### src/rtl/counter_down_sync.sv
// Down counter decremented once per rising edge of an asynchronous request
// input, with synchronous load, optional wrap with borrow pulse, and zero flag.
module counter_down_sync #(
  parameter int WIDTH = 2,
  parameter bit WRAP  = 1'b1
) (
  input  logic             clk,
  input  logic             rst,
  input  logic             x,
  input  logic             load,
  input  logic [WIDTH-1:0] din,
  output logic [WIDTH-1:0] state,
  output logic             borrow,
  output logic             zero
);

  localparam logic [WIDTH-1:0] ALL_ONES = {WIDTH{1'b1}};
  localparam logic [WIDTH-1:0] ALL_ZERO = {WIDTH{1'b0}};
  localparam logic [WIDTH-1:0] ONE      = {{(WIDTH-1){1'b0}}, 1'b1};

  logic             r_s1;
  logic             r_s2;
  logic             r_s3;
  logic [WIDTH-1:0] r_state;
  logic             r_borrow;

  logic             w_rise;
  logic             w_at_zero;
  logic [WIDTH-1:0] w_next_state;
  logic             w_next_borrow;

  // Two-flop synchronizer plus history flop; keeps running during load.
  always_ff @(posedge clk) begin
    if (rst == 1'b0) begin
      r_s1 <= 1'b0;
      r_s2 <= 1'b0;
      r_s3 <= 1'b0;
    end else begin
      r_s1 <= x;
      r_s2 <= r_s1;
      r_s3 <= r_s2;
    end
  end

  assign w_rise    = r_s2 & ~r_s3;
  assign w_at_zero = (r_state == ALL_ZERO);

  // Next count and borrow: load beats a rise event, and a coincident rise is dropped.
  always_comb begin
    w_next_state  = r_state;
    w_next_borrow = 1'b0;
    if (load == 1'b1) begin
      w_next_state  = din;
      w_next_borrow = 1'b0;
    end else if (w_rise == 1'b1) begin
      if (w_at_zero == 1'b0) begin
        w_next_state  = r_state - ONE;
        w_next_borrow = 1'b0;
      end else if (WRAP == 1'b1) begin
        w_next_state  = ALL_ONES;
        w_next_borrow = 1'b1;
      end else begin
        w_next_state  = ALL_ZERO;
        w_next_borrow = 1'b0;
      end
    end else begin
      w_next_state  = r_state;
      w_next_borrow = 1'b0;
    end
  end

  // Count and borrow registers.
  always_ff @(posedge clk) begin
    if (rst == 1'b0) begin
      r_state  <= ALL_ZERO;
      r_borrow <= 1'b0;
    end else begin
      r_state  <= w_next_state;
      r_borrow <= w_next_borrow;
    end
  end

  assign state  = r_state;
  assign borrow = r_borrow;
  assign zero   = w_at_zero;

endmodule

### config.mk
export PLATFORM = sky130hd
export DESIGN_NAME = counter_down_sync
export DESIGN_NICKNAME = d
export VERILOG_FILES = /design/src/rtl/counter_down_sync.sv
export SDC_FILE = /design/constraint.sdc
export NUM_CORES = 1
export LEC_CHECK = 0
export CORE_AREA = 8 8 45 47
export CTS_BUF_LIST = sky130_fd_sc_hd__clkbuf_4 sky130_fd_sc_hd__clkbuf_8
export CTS_CLUSTER_DIAMETER = 50
export CTS_CLUSTER_SIZE = 28
export DETAILED_ROUTE_END_ITERATION = 8
export DIE_AREA = 0 0 53 55
export PLACE_DENSITY_LB_ADDON = 0.15
export SYNTH_ARGS = -nofsm -noshare
export SYNTH_HDL_FRONTEND = slang
export SYNTH_SLANG_ARGS = --single-unit
### constraint.sdc
create_clock -name clk -period 1.6 [get_ports clk]
set_input_delay 0.32 -clock clk [delete_from_list [all_inputs] [get_ports clk]]
set_output_delay 0.32 -clock clk [all_outputs]
set_load 0.05 [all_outputs]
# Word level (Yosys, flattened, before mapping)
# Cells that the tools add are included.
[classes]
n_reduce_logical = 3
n_bitwise = 4
n_mux = 4
addsub = 1
[ops]
columns = ["op", "count"]
rows = [
  ["$mux 2", 3],
  ["$not 1->1", 3],
  ["$reduce_or 3->1", 1],
  ["$logic_not 2->1", 1],
  ["$reduce_bool 2->1", 1],
  ["$sub 2x1->2 const B", 1],
  ["$and 1x1->1", 1],
  ["$mux 1", 1],
]
[word_totals]
inputBits = 6
register_bits = 6
out_inout_bits = 4
elab_cells = 17

# Logic depth before layout (Yosys ltp)
# Gate-level depths: netlist of run 1.
[logic_depth]
depth_word = 4
mapped_depth = 4
ltp_nobuf = 4

# Least setup slack after synthesis of run 1
# OpenSTA, ideal clock, no wires.
[synth_timing]
kind = "register -> register"
startpoint = "reg r_state[0] (netlist: state[0])"
endpoint = "reg r_state[0] (netlist: state[0])"
arrival_time_ns = 1.514
setup_slack_ns = -0.043
n_path_buf = 0
required_time_ns = 1.471
period_less_slack_ns = 1.643
setup_time_ns = 0.129
path_stages_with_launch = 5
cell_sequence = "dfxtp_1 inv_1 ha_1 nor4_1 a311oi_1"
[synth_via]
elab_chain_len = 4
word_cells_on_any_way = 5
classes_between = "add/sub: 1; mux: 3; reduce/logical: 1"
[synth_lines]
columns = ["item", "line_no", "source"]
rows = [
  ["from (decl)", "24", "logic [WIDTH-1:0] r_state;"],
  ["from (signal assigned)", "78", "r_state <= w_next_state;"],
  ["$logic_not 2->1", "46", "assign w_at_zero = (r_state == ALL_ZERO);"],
  ["named net zero", "14", "output logic zero"],
  ["$mux 2", "56", "if (w_at_zero == 1'b0) begin"],
  ["$mux 2", "55", "end else if (w_rise == 1'b1) begin"],
  ["$mux 2", "52", "if (load == 1'b1) begin"],
]
# The timed path passes the listed nets, and every way through them passes these cells. The select of a mux whose other input is x is not followed.
# A chain may end at the register's enable or synchronous reset.

# Final worst setup path of run 1
[layout_timing]
startpoint = "reg r_state[1] (netlist: state[1])"
endpoint = "out zero"
[layout_via]
elab_chain_len = 1
[layout_lines]
columns = ["item", "line_no"]
rows = [
  ["$logic_not 2->1", "46"],
  ["to (decl)", "14"],
]
# Every way passes these cells.

==> results.md, run 1 <==
- The maximum fanout encountered on the critical timing path is 3.
- After floorplanning, the core was divided into 14 placement rows.
- For this run, global-route usage on met1 was measured as 0.0335.
- The count of final setup violators is 0.
- In this run the horizontal extent of the chip is 53 um.
- In the routed layout, each cell is associated on average with a via count of 3.94.
- The type of the tightest min-delay check is register to register.
- Synthesis produced 24 cells.
- The final max-slew violation count was 0.
- The number of input and output port buffers inserted is 9.
- Once detail routing completed, the nets flagged for antenna violations numbered 0.
- The clock tree root buffer cell is sky130_fd_sc_hd__clkbuf_4.
- The count of max-cap constraint violations is 0.
- The initial antenna violation count is 0.
- The final critical path time including I/O delays and setup is 1.37 ns.
- The combinational family with the most area after synthesis is simple AND/OR/NAND/NOR gates.
- For met3 alone, demand over resource in global routing was 0.0401.
- The average wire per standard cell is 10.3 um.
- The flow ran to the end, and the final reports show no timing, DRC or antenna violations.
- Of the available clock period, the critical path in the final layout requires 0.854.
- The number of top-level pins is 10.
- The number of DRC markers after the initial detailed-route iteration is 1.
- For this run, design rule violations remaining after detail routing come to 0.
- Of the post-synthesis cell area, the dominant cell type holds 0.519.
- Final hold analysis gives a worst-case slack of 0.434 ns.
- The count of unique library cells instantiated by Yosys is 14.
- Clock-pin slew was measured on the worst setup and hold paths at 0.04 ns.
- The worst setup path is launched from a register.
- The most crowded layer after global routing is met2.
- Setup repair after global routing left no endpoint under its margin.
- Measured against its own limit, the worst slew margin works out to 0.836.
- The post-synthesis sequential element count is 6.
- The final-stage net count is 45.
- The post-cts hold buffer count is 0.
- The total power density per cell area is 1020 nW/um2.
- The slew at the pin with the worst max-slew slack is 0.244 ns.
- The final layout contains routed wiring with a total length of 538 um.
- The core region is 1380 um2.
- The clock tree from TritonCTS is done.
- Of the total synthesized cell area, the portion taken by full adders, half adders and majority gates is 0.0541.
- The number of synthesis warnings is 0.
- Measured against the total synthesized area, the mux share comes to 0.
- The die covers 2920 um2.
- The global router's overall resource usage is 0.0454.
- The final standard cell utilization of the core is 0.266.
- The number of diodes is 0.
- The mapped netlist covers 231 um2.
- The final count of hold timing violations came to 0.
- Yosys attributes the largest share of cell area to sky130_fd_sc_hd__dfxtp_1 52%, sky130_fd_sc_hd__inv_1 6.5%, sky130_fd_sc_hd__nand2b_4 5.9%.
- The congestion estimate from routability-driven global placement came to 0.682.
- The area fraction in compound gates after synthesis was 0.0865.
- The total number of vias is 205.
- The clock arrives with 0.00154 ns of skew.
- Once layout is complete, the cells apart from fillers number 52.
- The total negative setup slack is 0 ns.
- At the later pin of the worst-skew pair, clock insertion delay measures 0.24 ns.
- The tree built by TritonCTS fans out to 6 sinks.
- Buffers added to address setup during post-CTS repair amount to 0.
- The placed wire-length estimate is 432 um.
- The largest net degree at the start of global routing is 7.
- The global route total overflow is 0.
- The via count of the first global-routing pass came to 236.
- The maximum vdd ir drop is 347 uV.
- The sort of element at the end of the critical path is a primary output.
- The clock passes through at most 2 buffers.
- The data required time of the critical path is 1.28 ns.
- Of the total synthesized cell area, the portion taken by XOR and XNOR cells is 0.
- The number of placed cells counting well taps is 49.
- The sequential area share after synthesis is 0.519.
- The highest clock frequency the design can meet is 732 MHz.
- Of the total synthesized cell area, the portion taken by AND, OR, NAND and NOR gates is 0.276.
- The kind of critical path is register to primary output.
- In this run the number of H-tree levels came out at 1.
- The global-route wire length before repair is 862 um.
- The number of gates resized after CTS was 0.
- Of the cells placed in the final design, the portion with a size suffix greater than 1 is 0.278.
- The relative area change from synthesis to final layout is 58.9%.
- The library cell with the largest summed area after synthesis is sky130_fd_sc_hd__dfxtp_1.
- Dividing the synthesized area by the synthesized cell count gives 9.64 um2.
- The number of clock buffers added by TritonCTS is 3.
- In the global route stage, met2 resource usage came out at 0.0664.
- The top cell types in the final layout, fill and taps aside, are 5 x sky130_fd_sc_hd__dfxtp_1, 5 x sky130_fd_sc_hd__clkdlybuf4s50_1, 4 x sky130_fd_sc_hd__inv_1.
- The floorplan die height is 55 um.
- The critical path arrival is 1.05 ns.
- For this configuration, the core starts out at a cell density of 0.167.
- The net count after synthesis is 31.
- In this run the static leakage power is 0.000154 uW.
- The number of filler instances in the final layout is 157.
- The number of iterations in the first detailed-routing pass is 2.
[per-stage QoR]
| stage | area, um2 | setup slack (ns) | total power, uW |
|---|---|---|---|
| final | 368 | 0.234 | 374 |
| after global routing | 368 | 0.152 | 407 |
| after CTS | 368 | 0.211 | 389 |
| after detailed placement | 345 | 0.150 | 242 |
| after global placement | 345 | 0.170 | 241 |
| after floorplan | 233 | 0.0199 | 205 |
[power by group]
part           switching, uW  internal [uW]  leakage [uW]
registers               3.67            157     0.0000496
clock network           51.8           84.7     0.0000138
logic                   41.9           34.9     0.0000905
[area by class of cell]
class	instances	area (um2)	share of cell area
clock buffers	3	22.5	0.0612
multi-input cells	14	96.3	0.262
flip-flops and latches	6	121	0.330
repair buffers	9	92.6	0.252
well taps	16	20.0	0.0544
inverters	4	15.0	0.0408
[worst max-delay path: stages (launching register included)]
cell	delay, ns
sky130_fd_sc_hd__dfxtp_1	0.35
sky130_fd_sc_hd__inv_1	0.06
sky130_fd_sc_hd__ha_1	0.23
sky130_fd_sc_hd__buf_12	0.17
[sequential cells by signal (all words and copies together), names as in the netlist]
register / count
r_s3: 1
borrow: 1
r_s2: 1
r_s1: 1
state: 2
[routing by layer]
metal,routed length [um],up-vias
met3,87,0
met2,246,8
met4,0,0
met1,204,91
li1,-,106
met5,0,-
[cell usage after synthesis]
library cell               number
sky130_fd_sc_hd__dfxtp_1        6
sky130_fd_sc_hd__or3_1          1
sky130_fd_sc_hd__and2_2         1
sky130_fd_sc_hd__a31oi_1        1
sky130_fd_sc_hd__and2_1         2
sky130_fd_sc_hd__nand2_1        2
sky130_fd_sc_hd__nor3_1         1
sky130_fd_sc_hd__a311oi_1       1
sky130_fd_sc_hd__o21ai_0        1
sky130_fd_sc_hd__nand2b_4       1
sky130_fd_sc_hd__nand3_1        1
sky130_fd_sc_hd__inv_1          4
sky130_fd_sc_hd__nor4_1         1
sky130_fd_sc_hd__ha_1           1
[final timing paths]
kind	to	cells after the start	slack [ns]	startpoint
max	zero	3	0.23	state[1]
min	r_s2	1	0.43	r_s1
max reg2reg	state[1]	4	0.35	state[1]
min reg2reg	r_s2	1	0.43	r_s1
[cell families after synthesis]
group	Yosys count
buffers and inverters	4
and+or+nand+nor	10
DFF	6
AOI/OAI and AO/OA	3
adders and majority gates	1
Power figures use the tool's default switching activity.
==> run 2: changes to the inputs <==
--- a/config.mk
+++ b/config.mk
@@ -11,7 +11,9 @@
 export CTS_CLUSTER_SIZE = 28
 export DETAILED_ROUTE_END_ITERATION = 8
 export DIE_AREA = 0 0 53 55
+export MAX_ROUTING_LAYER = met4
 export PLACE_DENSITY_LB_ADDON = 0.15
+export SLEW_MARGIN = 10
 export SYNTH_ARGS = -nofsm -noshare
 export SYNTH_HDL_FRONTEND = slang
 export SYNTH_SLANG_ARGS = --single-unit
==> results of run 2 <==
Final layout, timing and power as in run 1 (identical DEF).
Among the figures that moved: final weighted congestion in routability-driven placement 0.682 -> 0.689; overall routing resource usage 0.0454 -> 0.0468
==> run 3: changes to the inputs <==
--- a/config.mk
+++ b/config.mk
@@ -13,6 +13,7 @@
 export DIE_AREA = 0 0 53 55
 export MAX_ROUTING_LAYER = met4
 export PLACE_DENSITY_LB_ADDON = 0.15
+export SKIP_CTS_REPAIR_TIMING = 1
 export SLEW_MARGIN = 10
 export SYNTH_ARGS = -nofsm -noshare
 export SYNTH_HDL_FRONTEND = slang
==> results of run 3 <==
Final layout, timing and power as in run 1 (identical DEF).
Among the figures that moved: final weighted congestion in routability-driven placement 0.682 -> 0.689; overall routing resource usage 0.0454 -> 0.0468
